==> config.mk <==
export PLATFORM = sky130hd
export DESIGN_NAME = forward_scoreboard
export DESIGN_NICKNAME = d
export VERILOG_FILES = /design/src/rtl/forward_scoreboard.sv
export SDC_FILE = /design/constraint.sdc
export NUM_CORES = 1
export LEC_CHECK = 0
export ABC_AREA = 1
export CAP_MARGIN = 15
export CELL_PAD_IN_SITES_DETAIL_PLACEMENT = 0
export CELL_PAD_IN_SITES_GLOBAL_PLACEMENT = 1
export CORE_AREA = 2 2 241 243
export CTS_CLUSTER_SIZE = 10
export DETAILED_ROUTE_END_ITERATION = 7
export DIE_AREA = 0 0 243 245
export PLACE_DENSITY_LB_ADDON = 0.1
export SYNTH_ARGS = -nofsm -noshare
export SYNTH_HDL_FRONTEND = slang
export SYNTH_SLANG_ARGS = --single-unit
==> constraint.sdc <==
create_clock -name clk -period 9.2 [get_ports clk]
set_input_delay 1.84 -clock clk [delete_from_list [all_inputs] [get_ports clk]]
set_output_delay 1.84 -clock clk [all_outputs]
set_load 0.01 [all_outputs]
==> src/rtl/forward_scoreboard.sv <==
// Operand forwarding with a pending scoreboard for multi-cycle writes. Operands and stall are combinational; scoreboard state updates in 1 cycle.
// No buffering: any operand, structural or WAW hazard raises stall, which holds the decode instruction.
module forward_scoreboard #(
    parameter int XLEN     = 64,
    parameter int AW       = 5,
    parameter int NREG     = 32,
    parameter int NRD      = 2,
    parameter int NSRC     = 3,
    parameter int MC_DEPTH = 2
) (
    input  logic                 clk,
    input  logic                 reset,
    input  logic [NRD*AW-1:0]    ra,
    input  logic [NRD*XLEN-1:0]  rd,
    input  logic [NSRC-1:0]      src_valid,
    input  logic [NSRC*AW-1:0]   src_wa,
    input  logic [NSRC*XLEN-1:0] src_data,
    input  logic [NSRC-1:0]      src_ready,
    input  logic                 issue_valid,
    input  logic [AW-1:0]        issue_wa,
    input  logic                 issue_multi,
    input  logic                 mc_done,
    input  logic [AW-1:0]        mc_wa,
    input  logic [XLEN-1:0]      mc_data,
    input  logic                 flush,
    output logic [NRD*XLEN-1:0]  rs,
    output logic                 stall,
    output logic [NREG-1:0]      pending,
    output logic [2:0]           mc_count,
    output logic [31:0]          stall_cycles
);

    localparam logic [2:0] MC_MAX = 3'(MC_DEPTH);

    logic [NRD-1:0]  port_stall;
    logic [AW-1:0]   port_addr;
    logic [XLEN-1:0] port_data;
    logic            port_hold;
    logic            issue_gate;
    logic            mc_full;
    logic            waw_hazard;
    logic            accept;
    logic            pend_set;
    logic            pend_clr;
    logic            cnt_inc;
    logic            cnt_dec;
    logic [NREG-1:0] pending_nxt;

    // Per-port resolution. The source loop runs oldest to youngest so the
    // youngest matching in-flight writer overrides older ones.
    always_comb begin
        rs         = '0;
        port_stall = '0;
        port_addr  = '0;
        port_data  = '0;
        port_hold  = 1'b0;
        for (int p = 0; p < NRD; p++) begin
            port_addr = ra[p*AW +: AW];
            port_data = rd[p*XLEN +: XLEN];
            port_hold = 1'b0;
            if (port_addr == '0) begin
                port_data = '0;
            end else if (mc_done && mc_wa == port_addr) begin
                port_data = mc_data;
            end else if (pending[port_addr]) begin
                port_hold = 1'b1;
            end else begin
                for (int i = NSRC - 1; i >= 0; i--) begin
                    if (src_valid[i] && src_wa[i*AW +: AW] == port_addr) begin
                        port_data = src_data[i*XLEN +: XLEN];
                        port_hold = !src_ready[i];
                    end
                end
            end
            port_stall[p]          = port_hold;
            rs[p*XLEN +: XLEN]     = reset ? port_data : '0;
        end
    end

    // A writeback landing this cycle frees its slot / register in time for the issue.
    assign mc_full    = (mc_count == MC_MAX) && !mc_done;
    assign waw_hazard = (issue_wa != '0) && pending[issue_wa] &&
                        !(mc_done && mc_wa == issue_wa);
    assign issue_gate = reset && issue_valid && !flush;
    assign stall      = issue_gate &&
                        ((|port_stall) || (issue_multi && mc_full) || waw_hazard);
    assign accept     = issue_gate && !stall;

    assign pend_set = accept && issue_multi && (issue_wa != '0);
    assign pend_clr = mc_done && (mc_wa != '0);
    assign cnt_inc  = accept && issue_multi;
    assign cnt_dec  = mc_done && (mc_count != 3'd0);

    // Set takes priority over clear when both hit the same register.
    always_comb begin
        pending_nxt = '0;
        for (int r = 1; r < NREG; r++) begin
            pending_nxt[r] = (pend_set && issue_wa == AW'(r)) ||
                             (pending[r] && !(pend_clr && mc_wa == AW'(r)));
        end
    end

    always_ff @(posedge clk) begin
        if (!reset) begin
            pending      <= '0;
            mc_count     <= 3'd0;
            stall_cycles <= 32'd0;
        end else begin
            pending <= pending_nxt;
            case ({cnt_inc, cnt_dec})
                2'b10:   mc_count <= mc_count + 3'd1;
                2'b01:   mc_count <= mc_count - 3'd1;
                default: mc_count <= mc_count;
            endcase
            if (stall && stall_cycles != 32'hFFFF_FFFF) begin
                stall_cycles <= stall_cycles + 32'd1;
            end
        end
    end

endmodule

==> results by group, run 1 <==
Status
  – Status: complete, no violations

Global route
  – GRT Residual Overflow: 0
  – Number of global-route vias before repair: 17600
  – First-pass GRT wire length: 123 mm
  – Initial antenna violation count: 24
  – GR Util All Layers: 27.2%
  – Pin count of the biggest net entering global routing: 104

Setup path
  – CP Cell Sequence: clkdlybuf4s50_1, inv_2, nand2_1, nand3_1, nor2_4, inv_2, buf_12, o211ai_1, nand3_1, o21ai_0, nand2_1, o21ai_0, a21oi_1, clkdlybuf4s50_1
  – Critical-path maximum fanout: 47
  – Worst path arrival time: 5.95 ns
  – Crit Path Class: in2out
  – Critical Path Sink Type: output pin
  – Critical path's slowest cell: clkdlybuf4s50_1
  – Worst Path Required: 7.36 ns
  – Worst Setup Start Kind: input pin
  – CP peak stage delay: 1.10 ns

Logic synthesis
  – Seq/Total Area, Yosys: 10.6%
  – Yosys reg bits: 66
  – Yosys top cell by area: o21ai_0
  – Cell area after synthesis: 12400 um^2
  – Post-synth top area share: 18.1%
  – Asr flop ratio synth: 0%
  – Synth warn: 0
  – Unique masters post-synth: 43
  – Synth area leaders: o21ai_0 (18%), nand2_1 (15%), dfxtp_1 (11%)
  – Syn_nets: 2787
  – Top_reg_cell synth: dfxtp_1
  – Mapped Avg Cell Area: 5.28 um^2
  – EDFF count, synth: 0
  – Cell count after synthesis: 2353

Routing
  – Vias: 18700
  – Vias per cell: 5.19
  – Initial DRC count: 1210
  – Final ANT Viol Nets: 0
  – Routed Wire Length: 85.8 mm
  – DRC Markers: 0
  – Routed WL per cell: 23.8 um
  – First-pass DRT Iterations: 6

Clocking
  – CTS tree: yes
  – CTS H-Tree Depth: 3
  – Maximum root-to-sink buffer count: 2
  – Clock transition at path regs: 0.05 ns
  – Post-CTS setup buffer count: 0
  – # clock sinks: 66
  – Clock root buffer: clkbuf_16
  – Num CTS Buffers: 9
  – Post-cts sizing count: 0
  – Hold_buf cts: 0
  – Clk Latency, worst-skew pair: 0.35 ns

Timing
  – Clock skew: 0.00524 ns
  – Post-layout min period: 7.79 ns
  – Final hold violations: 0
  – Slack of the critical path: 1.41 ns
  – Period utilization: 84.7%
  – Worst Max-Slew Pin Slew: 1.08 ns
  – Slew Viols, Final: 0
  – Fmax achieved: 128 MHz
  – Setup violators final: 0
  – Worst hold margin: 0.490 ns
  – Setup_tns: 0 ns
  – RSZ-0062 raised after global routing: no
  – Max_slew headroom: 27.7%

Floorplanning
  – Area of the core: 57000 um^2
  – Die X: 243 um
  – FP Rows: 88
  – Initial core utilization: 21.8%
  – Die Area: 59500 um^2
  – # IOs: 627
  – Die height: 245 um

Layout
  – Nets: 3255
  – Finished Layout Cells: 3607
  – Share of post-route cells with drive strength above 1: 5.31%
  – Finished Cell Area: 19400 um^2
  – Area delta synth->final: 56.4%
  – Fillcell total: 6435

Power
  – Cell area power density: 75.4 nW/um^2
  – VDD IR-drop max: 0.0000960 V
  – Leakage: 7.34 nW

Min path
  – Worst hold path class: reg2reg

Flow run
  – Max-Cap Viols: 0

Place
  – Post-DP HPWL: 65.5 mm
  – Port Buf Inserts: 625
  – DP Worst Slack: 1.33 ns
  – Routability cong.: 0.960
  – Dpl cell area: 19100 um^2
  – Placed cells: 3574
-- area by class of cell --
| type | instances | area (um^2) | area share (%) |
|---|---|---|---|
| Inverter | 223 | 845 | 4.35 |
| Tap cell | 765 | 957 | 4.92 |
| Sequential cell | 66 | 1320 | 6.80 |
| Antenna cell | 16 | 40.0 | 0.206 |
| Clock inverter | 4 | 50.0 | 0.258 |
| Clock buffer | 12 | 256 | 1.32 |
| Timing Repair Buffer | 660 | 6610 | 34.0 |
| Multi-Input combinational cell | 1861 | 9350 | 48.1 |
-- metal layers --
metal  part of all wire (%)  track usage (%)  wire [um]  up-vias
li1                       -                -          -     9009
met1                     43             34.6      36900     8968
met2                     49             47.4      42100      659
met3                    6.2             4.79       5290       68
met4                    1.6             6.46       1380       12
met5                  0.092                0         79        -
-- registers in the layout, indices dropped and copies added (netlist names) --
| register | cells |
|---|---|
| mc_count | 3 |
| pending | 31 |
| stall_cycles | 32 |
-- worst max-delay path, delay by kind of cell --
kind	cells	cell delay, ns
simple gates	5	0.92
buf+inv	5	2.49
compound gates	4	0.60
-- cell usage in the layout, fill, tap and decap left out, types with 7 or more instances in the layout --
cell	instances
o21ai_0	449
inv_1	204
o31ai_1	15
clkbuf_16	9
dfxtp_1	66
inv_2	12
buf_4	28
diode_2	16
o41ai_1	14
o211ai_1	73
nor3_1	21
clkdlybuf4s50_1	625
xor2_1	26
nand3_1	109
nand4_1	70
xnor2_1	11
nand2_1	501
a21oi_1	212
or2_2	64
o22ai_1	10
o21ai_1	31
nor2_1	152
a31oi_1	64
nor4_1	7
-- through the flow --
step	utilization (%)	total power, W
floorplan	-	0.000648
global placement	33.4	0.00110
detailed placement	33.4	0.00110
CTS	34.0	0.00147
global route	34.1	0.00155
finish	34.1	0.00147
-- cells in the mapped netlist (14+ instances only) --
| cell type | instances |
|---|---|
| a21oi_1 | 212 |
| a31oi_1 | 64 |
| buf_2 | 51 |
| buf_4 | 16 |
| clkbuf_1 | 109 |
| dfxtp_1 | 66 |
| inv_1 | 206 |
| nand2_1 | 503 |
| nand3_1 | 112 |
| nand4_1 | 70 |
| nor2_1 | 153 |
| nor3_1 | 21 |
| o211ai_1 | 73 |
| o21ai_0 | 449 |
| o21ai_1 | 31 |
| o31ai_1 | 15 |
| o41ai_1 | 14 |
| or2_2 | 64 |
| xor2_1 | 26 |
-- final timing paths --
check                  start  slack (ns)  cells past startpoint          end
setup / recovery       ra[0]        1.41                     14       rs[11]
hold reg to reg   pending[4]        0.49                      2   pending[4]
setup reg to reg  pending[2]        5.50                     18  mc_count[1]
hold / removal    pending[4]        0.49                      2   pending[4]
-- cell families (layout without fill, tap and decap cells) --
logic type / count (synthesis) / after routing / share of synthesized area (%)
simple gates: 947 / 947 / 33.5
compound gates: 873 / 873 / 38.2
buf+inv: 426 / 899 / 14.7
flops: 66 / 66 / 10.6
xor+xnor: 37 / 37 / 2.61
fa+ha+maj: 3 / 3 / 0.362
other cells: 1 / 17 / 0.0302
-- power by group --
| part | internal, W | total [W] | leakage, nW | switching, W |
|---|---|---|---|---|
| Sequential | 0.000287 | 0.000288 | 0.532 | 0.00000153 |
| Clock | 0.000224 | 0.000362 | 0.145 | 0.000138 |
| Combinational | 0.000388 | 0.000815 | 6.66 | 0.000427 |
Note: power is estimated with default switching activity, not from simulation.
==> run 2: changes to the inputs <==
--- a/config.mk
+++ b/config.mk
@@ -9,10 +9,10 @@
 export CAP_MARGIN = 15
 export CELL_PAD_IN_SITES_DETAIL_PLACEMENT = 0
 export CELL_PAD_IN_SITES_GLOBAL_PLACEMENT = 1
-export CORE_AREA = 2 2 241 243
+export CORE_AREA = 2 2 245 247
 export CTS_CLUSTER_SIZE = 10
 export DETAILED_ROUTE_END_ITERATION = 7
-export DIE_AREA = 0 0 243 245
+export DIE_AREA = 0 0 247 249
 export PLACE_DENSITY_LB_ADDON = 0.1
 export SYNTH_ARGS = -nofsm -noshare
 export SYNTH_HDL_FRONTEND = slang
==> constraint.sdc (replaced) <==
create_clock -name clk -period 6.2 [get_ports clk]
set_input_delay 1.24 -clock clk [delete_from_list [all_inputs] [get_ports clk]]
set_output_delay 1.24 -clock clk [all_outputs]
set_load 0.01 [all_outputs]
==> results by group, run 2 (same netlist as run 1, synthesis figures left out) <==
Setup path
  – Number of cells on the critical path: 12 (was 14)
  – CP peak stage delay: 0.62 ns (was 1.10 ns)
  – CP Cell Sequence: clkdlybuf4s50_1, buf_4, or2_2, nand3_1, a21oi_1, nor2_1, nand2_1, nand2_4, buf_12, o21ai_0, a21oi_1, clkdlybuf4s50_1 (was clkdlybuf4s50_1, inv_2, nand2_1, nand3_1, nor2_4, inv_2, buf_12, o211ai_1, nand3_1, o21ai_0, nand2_1, o21ai_0, a21oi_1, clkdlybuf4s50_1)
  – Crit Path Class: in2out (unchanged)
  – Crit path launch: ra[0] (unchanged)
  – R2R setup slack: 3.01 ns (was 5.50 ns)
  – R2r startpoint: pending[2] (unchanged)
  – Reg2reg path depth: 20 (was 18)
  – Critical-path maximum fanout: 48 (was 47)
  – Worst Setup Start Kind: input pin (unchanged)
  – Worst path top cell family by delay: buffers and inverters (unchanged)
  – Worst Path Required: 4.96 ns (was 7.36 ns)
  – Worst Setup EP: rs[57] (was rs[11])
  – Worst path arrival time: 4.53 ns (was 5.95 ns)
  – Critical Path Sink Type: output pin (unchanged)
  – Critical path's slowest cell: clkdlybuf4s50_1 (unchanged)
  – WP buf/inv: 4 (was 5)
  – R2r endpoint: mc_count[2] (was mc_count[1])

Clocking
  – Maximum root-to-sink buffer count: 2 (unchanged)
  – CTS H-Tree Depth: 3 (unchanged)
  – Clock transition at path regs: 0.06 ns (was 0.05 ns)
  – CTS tree: yes (unchanged)
  – Post-cts sizing count: 0 (unchanged)
  – # clock sinks: 66 (unchanged)
  – Hold_buf cts: 0 (unchanged)
  – Num CTS Buffers: 9 (unchanged)
  – Clk Latency, worst-skew pair: 0.35 ns (about the same)
  – Post-CTS setup buffer count: 0 (unchanged)
  – Clock root buffer: clkbuf_16 (unchanged)

Routing
  – Vias per cell: 5.19 (about the same)
  – Routed WL per cell: 24.1 um (was 23.8 um)
  – First-pass DRT Iterations: 5 (was 6)
  – Routed Wire Length: 87.9 mm (was 85.8 mm)
  – Vias: 19000 (was 18700)
  – DRC Markers: 0 (unchanged)
  – Final ANT Viol Nets: 0 (unchanged)
  – Initial DRC count: 1234 (was 1210)

Place
  – Routability cong.: 0.937 (was 0.960)
  – Post-DP HPWL: 67.3 mm (was 65.5 mm)
  – Dpl cell area: 19500 um^2 (was 19100 um^2)
  – Placed cells: 3610 (was 3574)
  – Port Buf Inserts: 625 (unchanged)

Timing
  – Final hold violations: 0 (unchanged)
  – RSZ-0062 raised after global routing: no (unchanged)
  – Clock skew: 0.00953 ns (was 0.00524 ns)
  – Setup violators final: 0 (unchanged)
  – Fmax achieved: 173 MHz
  – Period utilization: 93.1%
  – Setup_tns: 0 ns (unchanged)
  – Post-layout min period: 5.77 ns
  – Slew Viols, Final: 0 (unchanged)
  – Worst Max-Slew Pin Slew: 1.15 ns (was 1.08 ns)
  – Max_slew headroom: 23.1% (was 27.7%)

Layout
  – Share of post-route cells with drive strength above 1: 6.24% (was 5.31%)
  – FF/Latch Area: 1320 um^2 (unchanged)
  – Multi-input gate area: 9350 um^2 (unchanged)
  – Area delta synth->final: 59.6% (was 56.4%)
  – Reg with most FFs: stall_cycles (unchanged)
  – Top Registers: stall_cycles: 32 flops, pending: 31 flops, mc_count: 3 flops (unchanged)
  – Nets: 3282 (was 3255)
  – Final Core Density: 33.8% (was 34.1%)
  – Finished Cell Area: 19800 um^2 (was 19400 um^2)
  – Max reg flops: 32 (unchanged)
  – Most frequent cells in the layout: clkdlybuf4s50_1 (625), nand2_1 (501), o21ai_0 (449), a21oi_1 (212), inv_1 (204) (unchanged)
  – Fillcell total: 6372 (was 6435)
  – Finished Layout Cells: 3649 (was 3607)
  – Commonest non-fill, non-tap cell in the layout: clkdlybuf4s50_1 (unchanged)

Floorplanning
  – Die Area: 61500 um^2 (was 59500 um^2)
  – Initial core utilization: 21.2% (was 21.8%)
  – Area of the core: 58700 um^2 (was 57000 um^2)
  – FP Rows: 89 (was 88)
  – Die X: 247 um (was 243 um)
  – # IOs: 627 (unchanged)
  – Die height: 249 um (was 245 um)

Global route
  – Pin count of the biggest net entering global routing: 130 (was 104)
  – Number of global-route vias before repair: 18300 (was 17600)
  – GR Util All Layers: 27.6% (was 27.2%)
  – GRT Residual Overflow: 0 (unchanged)
  – First-pass GRT wire length: 128 mm (was 123 mm)
  – Initial antenna violation count: 32 (was 24)

Status
  – Status: complete, no violations (unchanged)

Power
  – NetSw: 0.000863 W (was 0.000567 W)
  – Switching Share: 39.1% (was 38.7%)
  – Comb power frac: 56.3% (was 55.6%)
  – VDD IR-drop max: 0.000164 V (was 0.0000960 V)
  – Overall Power: 0.00221 W (was 0.00147 W)
  – Leakage: 7.52 nW (was 7.34 nW)
  – Int Pwr: 0.00134 W (was 0.000899 W)
  – Clk pwr share: 24.3% (was 24.7%)
  – Part of the power in registers: 19.4% (was 19.7%)
  – Cell area power density: 111 nW/um^2 (was 75.4 nW/um^2)

Flow run
  – Max-Cap Viols: 0 (unchanged)

Min path
  – Worst hold path class: reg2reg (unchanged)
[run 2: worst min-delay path by stage]
| stage | start | to | cells past startpoint |
|---|---|---|---|
| after detailed placement | mc_count[2] | mc_count[2] | 2 |
| after global routing | mc_count[2] | mc_count[2] | 2 |
| after floorplan | stall_cycles[31] | stall_cycles[31] | 2 |
| after global placement | mc_count[2] | mc_count[2] | 2 |
| after CTS | mc_count[2] | mc_count[2] | 2 |
| final | mc_count[2] | mc_count[2] | 2 |
[run 2: worst reg2reg max path: cells and delay by family, from the launching register on]
family	cells	cell delay (ns)
AO/OA/AOI/OAI	6	0.84
AND/OR/NAND/NOR	9	0.79
flip-flops	1	0.56
adder cells (fa/ha/maj)	2	0.52
buffers and inverters	3	0.34
[run 2: per-stage QoR]
stage                     hold slack (ns)  worst slack (ns)
after floorplan                     0.495              2.17
after global placement              0.472             0.453
after detailed placement            0.484             0.434
after CTS                           0.495             0.420
after global routing                0.538             0.265
final                               0.495             0.427
[run 2: power groups by stage]
stage	Combinational (W)	Sequential (W)	Clock [W]
after CTS	0.00124	0.000427	0.000551
after detailed placement	0.00124	0.000437	0
final	0.00124	0.000427	0.000537
after global routing	0.00135	0.000428	0.000559
after floorplan	0.000525	0.000437	0
after global placement	0.00123	0.000437	0
[run 2: area by class of cell]
cell class / instances / area share [%]
diodes: 23 / 0.290
clock buffers: 10 / 1.20
clock inverters: 6 / 0.334
inverters: 223 / 4.26
multi-input cells: 1861 / 47.2
flip-flops and latches: 66 / 6.66
well taps: 773 / 4.88
repair buffers: 687 / 35.2
[run 2: per-layer routing]
layer / vias to the layer above / GRT usage [%] / routed length (um)
met1: 9022 / 34.7 / 37000
li1: 9086 / - / -
met5: - / 0 / 150
met2: 713 / 47.5 / 42500
met3: 111 / 5.39 / 6220
met4: 24 / 7.26 / 2060
